**src/rtl/bit_serial_adder_pkg.sv**
```systemverilog
// Shared types for the bit-serial adder: FSM encoding,
// handshake helper and the gate-level primitives.
package bit_serial_adder_pkg;

  typedef enum logic [1:0] {
    IDLE = 2'd0,
    RUN  = 2'd1,
    DONE = 2'd2
  } state_t;

  // Carry injected for A + ~B + 1.
  localparam logic SUB_CARRY = 1'b1;

  function automatic logic fire(
    input logic valid,
    input logic ready
  );
    return valid & ready;
  endfunction

  function automatic logic xor_gate(
    input logic x,
    input logic y
  );
    return x ^ y;
  endfunction

  function automatic logic and_gate(
    input logic x,
    input logic y
  );
    return x & y;
  endfunction

  function automatic logic or_gate(
    input logic x,
    input logic y
  );
    return x | y;
  endfunction

endpackage

```
**src/rtl/bit_serial_adder_full_adder_cell.sv**
```systemverilog
// One-bit full adder built from the gate primitives.
// Ports: a, b, ci in; s (sum), co (carry) out.
module full_adder_cell
  import bit_serial_adder_pkg::*;
(
  input  logic a,
  input  logic b,
  input  logic ci,
  output logic s,
  output logic co
);

  logic p;

  assign p  = xor_gate(a, b);
  assign s  = xor_gate(p, ci);
  assign co = or_gate(and_gate(a, b), and_gate(ci, p));

endmodule

```
**src/rtl/bit_serial_adder.sv**
```systemverilog
// Bit-serial add/subtract, LSB first, one bit per clock.
// Ports: in_valid/in_ready + a,b,sub,cin in; out_valid/out_ready + sum,cout,ovf out; busy.
module bit_serial_adder
  import bit_serial_adder_pkg::*;
#(
  parameter int WIDTH = 8
) (
  input  logic             clk,
  input  logic             rst_n,
  input  logic             in_valid,
  output logic             in_ready,
  input  logic [WIDTH-1:0] a,
  input  logic [WIDTH-1:0] b,
  input  logic             sub,
  input  logic             cin,
  output logic             out_valid,
  input  logic             out_ready,
  output logic [WIDTH-1:0] sum,
  output logic             cout,
  output logic             ovf,
  output logic             busy
);

  localparam int CNT_W = $clog2(WIDTH + 1);
  localparam logic [CNT_W-1:0] CNT_LAST = CNT_W'(WIDTH - 1);

  state_t state, state_n;

  logic [WIDTH-1:0] a_sh;
  logic [WIDTH-1:0] b_sh;
  logic [WIDTH-1:0] sum_q;
  logic [CNT_W-1:0] cnt;
  logic             carry;
  logic             c_prev;
  logic             s_bit;
  logic             c_bit;
  logic             accept;
  logic             last;

  full_adder_cell u_fa (
    .a  (a_sh[0]),
    .b  (b_sh[0]),
    .ci (carry),
    .s  (s_bit),
    .co (c_bit)
  );

  assign accept = fire(in_valid, state == IDLE);
  assign last   = (cnt == CNT_LAST);
  assign sum    = sum_q;

  always_ff @(posedge clk or negedge rst_n) begin
    if (!rst_n) begin
      state <= IDLE;
    end else begin
      state <= state_n;
    end
  end

  always_comb begin
    state_n = state;
    unique case (state)
      IDLE: if (accept) state_n = RUN;
      RUN:  if (last) state_n = DONE;
      DONE: if (out_ready) state_n = IDLE;
      default: state_n = IDLE;
    endcase
  end

  always_comb begin
    in_ready  = 1'b0;
    busy      = 1'b0;
    out_valid = 1'b0;
    cout      = 1'b0;
    ovf       = 1'b0;
    unique case (state)
      IDLE: in_ready = 1'b1;
      RUN:  busy = 1'b1;
      DONE: begin
        out_valid = 1'b1;
        cout      = carry;
        // Overflow: carry into MSB differs from carry out.
        ovf       = c_prev ^ carry;
      end
      default: ;
    endcase
  end

  always_ff @(posedge clk or negedge rst_n) begin
    if (!rst_n) begin
      a_sh   <= '0;
      b_sh   <= '0;
      sum_q  <= '0;
      cnt    <= '0;
      carry  <= 1'b0;
      c_prev <= 1'b0;
    end else begin
      unique case (state)
        IDLE: begin
          if (accept) begin
            a_sh  <= a;
            b_sh  <= sub ? ~b : b;
            carry <= sub ? SUB_CARRY : cin;
            cnt   <= '0;
            sum_q <= '0;
          end
        end
        RUN: begin
          sum_q <= {s_bit, sum_q[WIDTH-1:1]};
          a_sh  <= a_sh >> 1;
          b_sh  <= b_sh >> 1;
          carry <= c_bit;
          if (last) begin
            c_prev <= carry;
            cnt    <= '0;
          end else begin
            cnt <= cnt + CNT_W'(1);
          end
        end
        default: ;
      endcase
    end
  end

endmodule

```
**config.mk**
```make
export PLATFORM = sky130hd
export DESIGN_NAME = bit_serial_adder
export DESIGN_NICKNAME = d
export VERILOG_FILES = /design/src/rtl/bit_serial_adder_pkg.sv /design/src/rtl/bit_serial_adder_full_adder_cell.sv /design/src/rtl/bit_serial_adder.sv
export SDC_FILE = /design/constraint.sdc
export NUM_CORES = 1
export LEC_CHECK = 0
export ABC_AREA = 1
export CORE_MARGIN = 2
export CORE_UTILIZATION = 38
export DETAILED_ROUTE_END_ITERATION = 6
export SYNTH_ARGS = -nofsm -noshare
export SYNTH_HDL_FRONTEND = slang
export SYNTH_SLANG_ARGS = --single-unit
```
**constraint.sdc**
```tcl
create_clock -name clk -period 1.9 [get_ports clk]
set_clock_uncertainty 0.15 [all_clocks]
set_input_delay 0.19 -clock clk [delete_from_list [all_inputs] [get_ports clk]]
set_output_delay 0.19 -clock clk [all_outputs]
set_load 0.02 [all_outputs]
```
# Word-level counts from Yosys, hierarchy flattened
# Index checks and enable logic that the tools add are counted.
[classes]
shifts = 0
mux = 22
n_div = 0
bitwise = 8
add_sub_neg = 1
n_mul = 0
n_lt_le_gt_ge = 0
n_reduce_logical = 5
n_eq_ne = 6
[ops]
columns = ["cell", "n"]
rows = [
  ["8-bit case mux with 2 select lines", 3],
  ["8-bit 2-to-1 mux", 4],
  ["4-bit 2-to-1 mux", 2],
  ["8-bit inverter", 1],
  ["4-bit case mux with 2 select lines", 1],
  ["1-bit 2-to-1 mux", 7],
  ["2-bit 2-to-1 mux", 3],
  ["2-bit inequality test, second input constant", 3],
  ["2-bit case mux with 3 select lines", 1],
  ["4-bit by 1-bit adder with 4-bit output, second input constant", 1],
  ["4-bit by 3-bit == test with 1-bit output, second input constant", 1],
  ["2-bit AND reduction", 2],
  ["1-bit bitwise AND", 3],
  ["3-bit AND reduction", 1],
  ["1-bit XOR", 3],
  ["2-bit by 1-bit == test with 1-bit output, second input constant", 1],
  ["2-bit == test, second input constant", 1],
  ["2-bit logical NOT", 1],
  ["1-bit case mux with 2 select lines", 1],
  ["2-bit nonzero test", 1],
  ["1-bit bitwise OR", 1],
]
[totals]
rom_bits = 0
ramBits = 0
latchBits = 0
in_bits = 22
memories = 0
reg_bits = 32

# Longest topological paths before layout
# Gate-level depths: netlist of the first run.
[depth]
depth_word = 4
mapped_depth = 6
mapped_depth_nobuf = 6

# By module
# Synthesis of the first run repeated with hierarchy kept, for this count alone.
[hier_totals]
cells_unflattened = 210
hier_area_um2 = 1600.3
[modules_own_cells]
columns = ["mod", "n_inst", "area_each_um2", "cells_per_inst", "seq_area_each_um2"]
rows = [
  ["bit_serial_adder", 1, 1580.3, 209, 800.8],
  ["full_adder_cell", 1, 20.0, 1, 0.0],
]

# Least setup slack after synthesis of the first run
# No wires, ideal clock.
[synth_path]
path_type = "reg-to-reg"
startpoint = "register state[0]"
endpoint = "register b_sh[6]"
setup_ns = 0.068
t_arrival_ns = 1.138
path_slack_ns = 0.544
path_stages_with_launch = 7
path_buffers = 1
cell_sequence = "dfrtp_1 > nor2_2 > nand2_2 > inv_1 > buf_4 > nand2_1 > nand3_1"
[synth_via]
elab_chain_len = 4
word_cells_on_any_way = 7
cone_classes = "2 x eq/ne; 1 x mux; 1 x bitwise; 3 x reduce/logical"
[synth_lines]
columns = ["element", "line", "text"]
rows = [
  ["start: declaration", "bit_serial_adder.sv:27", "state_t state, state_n;"],
  ["start signal: assignment", "bit_serial_adder.sv:56", "state <= state_n;"],
  ["2-bit logical NOT", "bit_serial_adder.sv:48, bit_serial_adder.sv:98", ""],
  ["1-bit bitwise AND", "bit_serial_adder_pkg.sv:18", "return valid & ready;"],
  ["2-bit inequality test (no line)", "-", ""],
  ["2-bit AND reduction (no line)", "-", ""],
  ["end signal: assignment", "bit_serial_adder.sv:102", "b_sh <= sub ? ~b : b;"],
  ["end signal: assignment", "bit_serial_adder.sv:111", "b_sh <= b_sh >> 1;"],
  ["end: declaration", "bit_serial_adder.sv:30", "logic [WIDTH-1:0] b_sh;"],
]
# Parallel ways exist; a longest one is shown, timed or not.
# A chain may end at the register's enable or synchronous reset.

# Final worst setup path of the first run
[layout_path]
startpoint = "register state[0]"
endpoint = "output ovf"
[layout_via]
elab_chain_len = 2
[layout_lines]
columns = ["element", "line", "text"]
rows = [
  ["2-bit == test", "bit_serial_adder.sv:76", "unique case (state)"],
  ["1-bit 2-to-1 mux", "bit_serial_adder.sv:76", ""],
  ["end: declaration", "bit_serial_adder.sv:20", "output logic ovf,"],
]
# No other way between the ends.

==> reports/metrics.cfg, run 1 <==
[logic_synthesis]
ys_seq_area_share_pct=51.0
syn-num-nets=215
syn-mean-instance-area_um2=8.22
netlist_area_mm2=0.00157
yosysTopAreaCellShare_pct=51.0
synth_cell_types=24
synth-seq-cells=32
netlist_instances=191
yosysTopAreaCell=dfrtp_1
synthTopCellsByArea=dfrtp_1 (51%), nand2_1 (17%), nand3_1 (6.1%)
yosysWarningCount=0

[run_status]
status=complete, no violations

[clocking]
cts_buffers=5
cts.sinks=32
clockBufferDepth=2
cts_max_level=2
cts_tree=built
worst_skew_pair.late_latency_ns=0.29
clk_root_buffer_cell=clkbuf_8
clk_pin_slew_worst_paths_ns=0.07
cts_setup_buffers=0

[drt]
routed_wl_um=3100
drtIter0Drc=66
vias=1278
via_per_inst=4.55
wl_per_cell_um=11.0
drt_pass1_iterations=4
postRouteAntennaNets=0
drc=0

[timing]
finalHoldViolations=0
rsz0062_at_grt=no
fmax_mhz=578
setup_tns_ns=0
finalCriticalPeriod_ns=1.73
maxSlewHeadroom_pct=73.2
tightest_slew_ns=0.402
setup_ws_ns=0.170
setup_violations=0
finalMaxSlewViolations=0
finalCritPeriodShare_pct=91.0
hold_ws_ns=0.148

[setup_path]
cp_max_fo=4
cp-start-kind=register
endpoint_kind=primary output
r2r_slack_ns=0.48
worstSetupPathType=register to primary output
cp.required_ns=1.56
cp_data_arrival_time_ns=1.39

[layout]
diodes=0
syn_to_final_growth_pct=30.8
stdcell_count=281
finalNetCount=254
drive_gt1_share_pct=9.09

[grt]
track_usage_pct=15.9
antenna_found_initial=0
grt_pass1_wl_um=5290
grt_max_degree=33
gr-total-overflow=0
grt_pass1_vias=1148

[power]
p_per_area_mw_per_mm2=1500
switching_share_pct=38.4
power_frac_seq_pct=37.1
clockPowerShare_pct=20.8
power_w=0.00309
total_leakage_power_nw=1.03
internal_power_w=0.00190
switchingPower_w=0.00118
combPwrFrac_pct=42.1
irDropWorstVdd_v=0.000626

[die]
die_h_um=68.3
std_cell_rows=23
start_util_pct=39.3
fp.dieW_um=68.3
die-area_mm2=0.00466
core_area_mm2=0.00400
io_pins=35

[place]
io_buffer_count=34
gp_congestion=0.747
dp.cells=273
dp_hpwl_um=2130
place_ws_ns=0.201

[flow_run]
maxCapViolCount=0

[min_path]
hold_class=input port to asynchronous set/reset pin

synth_stat cells, drive strengths merged:
master and number:
a21oi 1, buf 7, dfrtp 32, fa 1
ha 1, inv 22, nand2 75, nand3 19
nand4 1, nor2 12, o21ai 8, o22ai 7
xnor2 2, xor2 3
repair_timing:
action | in CTS | in global routing
resized for setup | 4 | 1
endpoints found under the hold margin | 0 | 0
hold buffers | 0 | 0
endpoints found under the setup margin | 4 | 1
final cells by class:
| class | instances | area (µm²) |
|---|---|---|
| Fill cell | 394 | 1950 |
| Sequential cell | 32 | 801 |
| Multi-Input combinational cell | 130 | 626 |
| Timing Repair Buffer | 39 | 375 |
| Inverter | 22 | 82.6 |
| Clock buffer | 6 | 72.6 |
| Tap cell | 50 | 62.6 |
| Clock inverter | 2 | 35.0 |
logic make-up (layout without fill, tap and decap cells):
group,count (synthesis),after routing,share of synthesized area (%)
xor gates and xnor gates,5,5,2.79
AOI/OAI and AO/OA,16,16,6.29
adders and majority gates,2,2,2.07
DFF,32,32,51.0
buffers and inverters,29,69,9.16
and+or+nand+nor,107,107,28.7
metal layers:
metal	vias to the layer above	share of wire, %	track usage, %
met5	-	0	0
met4	0	1.5	6.00
met3	6	5.5	5.76
met2	31	42	24.3
met1	570	51	20.6
li1	671	-	-
flip-flops by register name, summed over array words and instances, names as in the netlist:
| signal | count |
|---|---|
| c_prev | 1 |
| cnt | 4 |
| state | 2 |
| sum | 8 |
| carry | 1 |
| b_sh | 8 |
| a_sh | 8 |
cells in the final DEF, fill, tap and decap left out, drive strengths merged, types with 3 or more instances in the layout:
cell / Yosys / layout
buf: 7 / 5
nand2: 75 / 75
clkbuf: 0 / 6
dlygate4sd2: 0 / 4
xor2: 3 / 3
o21ai: 8 / 8
nand3: 19 / 19
clkdlybuf4s50: 0 / 29
inv: 22 / 22
o22ai: 7 / 7
dfrtp: 32 / 32
nor2: 12 / 12
worst max-delay path, stage by stage, from the launching register on:
cell	delay (ns)
dfrtp_1	0.45
inv_2	0.11
nand2_1	0.10
nor2_1	0.11
dlygate4sd2_1	0.33
power groups by stage:
stage | Clock (W) | Sequential (W) | Combinational (W)
global placement | 0 | 0.00115 | 0.00132
CTS | 0.000655 | 0.00115 | 0.00133
global route | 0.000688 | 0.00119 | 0.00150
floorplan | 0 | 0.00121 | 0.000903
detailed placement | 0 | 0.00116 | 0.00133
finish | 0.000642 | 0.00115 | 0.00130
final timing paths:
check                           startpoint       to  cells past startpoint
worst max-delay path              state[0]      ovf                      4
worst min-delay path                 rst_n   sum[5]                      2
worst max register to register    state[0]   c_prev                      6
worst min register to register     b_sh[2]  b_sh[2]                      2
max in group asynchronous            rst_n  b_sh[0]                      2
min in group clk                      a[7]  a_sh[7]                      3
per-stage QoR:
step | cell area [µm²] | utilization [%]
finish | 2050 | 51.4
global route | 2050 | 51.4
CTS | 2050 | 51.3
detailed placement | 1950 | 48.7
global placement | 1950 | 48.7
floorplan | 1570 | -
(Power assumes the default switching activity.)
==> run 2: changes to the inputs <==
Settings changed: CELL_PAD_IN_SITES_DETAIL_PLACEMENT from default to 1, CELL_PAD_IN_SITES_GLOBAL_PLACEMENT from default to 2, CORE_UTILIZATION 38 to 29, PLACE_DENSITY_LB_ADDON from default to 0.1.
==> reports/metrics.cfg, run 2 (same netlist as run 1, synthesis figures left out) <==
[run_status]
status=complete, no violations

[drt]
wl_met2_um=1890
topRoutingLayerUsed=met4
drt-met1-wl_um=1730
via_per_inst=4.45
postRouteAntennaNets=0
wl_met3_um=138
drc=0
drt_pass1_iterations=4
wl_per_cell_um=12.6
drtIter0Drc=46
vias=1338
routed_wl_um=3800

[setup_path]
worstSetupPathType=register to primary output
cp_max_fo=4
cp-start-kind=register
cp.required_ns=1.56
cp_data_arrival_time_ns=1.39
endpoint_kind=primary output

[power]
irDropWorstVdd_v=0.000513
total_leakage_power_nw=1.02
p_per_area_mw_per_mm2=1520

[timing]
rsz0062_at_grt=no
setup_ws_ns=0.168
finalCritPeriodShare_pct=91.2
finalHoldViolations=0
setup_tns_ns=0
fmax_mhz=577
finalCriticalPeriod_ns=1.73
maxSlewHeadroom_pct=71.9
setup_violations=0
finalMaxSlewViolations=0
tightest_slew_ns=0.422

[die]
start_util_pct=30.4
core_area_mm2=0.00517
std_cell_rows=26
fp.dieW_um=77.6
die_h_um=77.6
die-area_mm2=0.00602
io_pins=35

[clocking]
cts_buffers=5
cts_tree=built
worst_skew_pair.late_latency_ns=0.28
clk_root_buffer_cell=clkbuf_8
clk_pin_slew_worst_paths_ns=0.07
cts.sinks=32
clockBufferDepth=2
cts_max_level=2

[grt]
grt_pass1_wl_um=6910
gr-total-overflow=0
grt_pass1_vias=1488
antenna_found_initial=0
grt_max_degree=33
track_usage_pct=14.5

[layout]
final_common_cell=nand2_1
most-common-layout-cells=nand2_1 (72), dfrtp_1 (32), clkdlybuf4s50_1 (29), inv_1 (20), nand3_1 (19)
regArea_um2=801
multi_input_area_um2=626
fill_cells=607
finalNetCount=254
drive_gt1_share_pct=9.09
syn_to_final_growth_pct=32.2
diodes=0

[min_path]
hold_class=input port to asynchronous set/reset pin

[place]
dp_hpwl_um=2840
io_buffer_count=34
gp_congestion=0.702
place_ws_ns=0.182

[flow_run]
maxCapViolCount=0

==> run 2: cell types whose count changed in the layout (fill, tap and decap cells not counted) <==
cell | previous run | this run
dlymetal6s2s_1 | 1 | 0
dlygate4sd2_1 | 4 | 5
==> run 2: layout make-up <==
type                       count  share of cell area, %
sequential                    32                   38.6
multi-input combinational    130                   30.1
timing repair buffer          39                   17.9
tap                           70                   4.22
inverter                      22                   3.98
clock buffer                   6                   3.50
clock inverter                 2                   1.69
==> run 2: power by group <==
part | switching [W] | internal (W)
clock | 0.000250 | 0.000389
combinational | 0.000798 | 0.000557
sequential | 0.000189 | 0.000968
==> run 2: metal layers <==
metal / vias to the layer above / track usage (%)
met4: 0 / 4.82
met5: - / 0
li1: 674 / -
met3: 4 / 3.49
met2: 22 / 24.8
met1: 638 / 17.7
==> run 2: per-stage QoR <==
step                std cells  util [%]  instance area, µm²  hold slack, ns  total power, W
finish                    301      40.1                2080           0.167         0.00315
global route              301      40.1                2080           0.217         0.00346
detailed placement        293      38.2                1970           0.321         0.00258
CTS                       301      40.1                2080           0.188         0.00322
floorplan                 191         -                1570          -0.256         0.00211
global placement          293      38.2                1970           0.314         0.00251
==> run 2: worst max-delay path: stages, from the launching register on <==
cell and delay [ns]:
dfrtp_1 0.45, inv_2 0.11, nand2_1 0.10, nor2_1 0.11, dlygate4sd2_1 0.34
==> run 2: worst paths after layout <==
check / startpoint / to / slack [ns] / depth (start not counted)
min in group clk: a[7] / a_sh[7] / 0.31 / 3
min reg2reg: a_sh[7] / a_sh[7] / 0.33 / 2
max reg2reg: state[0] / a_sh[6] / 0.45 / 5
min: rst_n / carry / 0.17 / 2
max in group asynchronous: rst_n / a_sh[4] / 1.12 / 2
max: state[0] / ovf / 0.17 / 4
==> run 2: repair_timing <==
| item | CTS | global route |
|---|---|---|
| setup endpoints to repair | 5 | 0 |
| gates resized for setup | 5 | 0 |
| hold buffers | 0 | 0 |
| setup buffers | 0 | 0 |
==> run 3: changes to the inputs <==
Settings changed: CORE_UTILIZATION 29 to 30, CTS_BUF_LIST from default to sky130_fd_sc_hd__clkbuf_4 sky130_fd_sc_hd__clkbuf_8.
==> reports/metrics.cfg, run 3 (same netlist as run 1, synthesis figures left out) <==
[grt]
use_met2_pct=24.2
grt_pass1_vias=1413
grtUsageMet3_pct=3.55
grt_max_degree=33
grt.met1_usage_pct=16.2
antenna_found_initial=0
gr-total-overflow=0
track_usage_pct=13.7
gr-max-usage-layer=met2
grt_pass1_wl_um=6380

[timing]
setup_ws_ns=0.0694
rsz0062_at_grt=no
hold_ws_ns=0.165
fmax_mhz=546
setup_tns_ns=0
setup_violations=0
finalHoldViolations=0
tightest_slew_ns=0.413
finalCriticalPeriod_ns=1.83
maxSlewHeadroom_pct=72.5
finalMaxSlewViolations=0
finalCritPeriodShare_pct=96.3

[clocking]
clk_pin_slew_worst_paths_ns=0.07
cts_max_level=2
clockBufferDepth=2
worst_skew_pair.late_latency_ns=0.28
cts_buffers=5
cts_setup_buffers=0
clk_root_buffer_cell=clkbuf_8
cts.sinks=32
cts_tree=built

[place]
dp_hpwl_um=2800
place_ws_ns=0.188
io_buffer_count=34
gp_congestion=0.707

[drt]
drc=0
drt_pass1_iterations=4
wl_per_cell_um=12.4
vias=1338
via_per_inst=4.47
drtIter0Drc=63
postRouteAntennaNets=0
routed_wl_um=3710

[layout]
syn_to_final_growth_pct=30.4
diodes=0
utilization_pct=40.4
finalNetCount=253
final_common_cell=nand2_1
most-common-layout-cells=nand2_1 (72), dfrtp_1 (31), clkdlybuf4s50_1 (30), inv_1 (20), nand3_1 (19)
fill_cells=642
drive_gt1_share_pct=9.17

[power]
irDropWorstVdd_v=0.000453
total_leakage_power_nw=1.01
p_per_area_mw_per_mm2=1470

[setup_path]
endpoint_kind=primary output
cp.required_ns=1.56
cp_data_arrival_time_ns=1.49
cp-start-kind=register
cp_max_fo=4
worstSetupPathType=register to primary output

[min_path]
hold_class=input port to asynchronous set/reset pin

[die]
fp.dieW_um=76.3
std_cell_rows=26
die_h_um=76.3
die-area_mm2=0.00583
start_util_pct=30.9
core_area_mm2=0.00507
io_pins=35

[flow_run]
maxCapViolCount=0

[run_status]
status=complete, no violations

-- run 3: worst paths after layout --
path                       cells after the start        to      from  slack [ns]
setup / recovery                               3      busy  state[0]        0.07
hold / removal                                 2    c_prev     rst_n        0.16
setup reg to reg                               5     carry  state[1]        0.48
hold reg to reg                                2   b_sh[2]   b_sh[2]        0.33
max in group asynchronous                      2  state[0]     rst_n        1.12
min in group clk                               3   a_sh[7]      a[7]        0.30
-- run 3: through the flow --
stage | instances | cell area [µm²] | total power (W)
floorplan | 191 | 1570 | 0.00211
global placement | 292 | 1970 | 0.00248
detailed placement | 292 | 1970 | 0.00256
CTS | 299 | 2050 | 0.00307
global route | 299 | 2050 | 0.00327
finish | 299 | 2050 | 0.00300
-- run 3: layer usage --
layer  share of wire, %  up-vias
li1                   -      665
met1                 43      645
met2                 52       21
met3                3.3        7
met4                1.6        0
met5                  0        -
-- run 3: timing repair --
action | 4_1_cts | 5_1_grt
endpoints found under the hold margin | 0 | 0
hold buffers | 0 | 0
endpoints found under the setup margin | 5 | 1
resized for setup | 4 | 1
-- run 3: worst max-delay path, cell delays in order, from the launching register on --
cell and delay, ns:
dfrtp_2 0.44, inv_2 0.07, nor2_4 0.10, clkdlybuf4s50_1 0.61
-- run 3: cell type report --
class                      instances  area [µm²]  share of cell area [%]
timing repair buffer              38         369                    18.0
multi-input combinational        130         626                    30.5
clock inverter                     1        5.00                   0.244
sequential                        32         802                    39.2
tap                               70        87.6                    4.28
inverter                          22        82.6                    4.03
clock buffer                       6        76.3                    3.73
-- run 3: power breakdown --
group / leakage [nW] / switching, W / internal (W)
combinational: 0.561 / 0.000787 / 0.000559
sequential: 0.408 / 0.000194 / 0.000970
clock: 0.0445 / 0.000231 / 0.000263
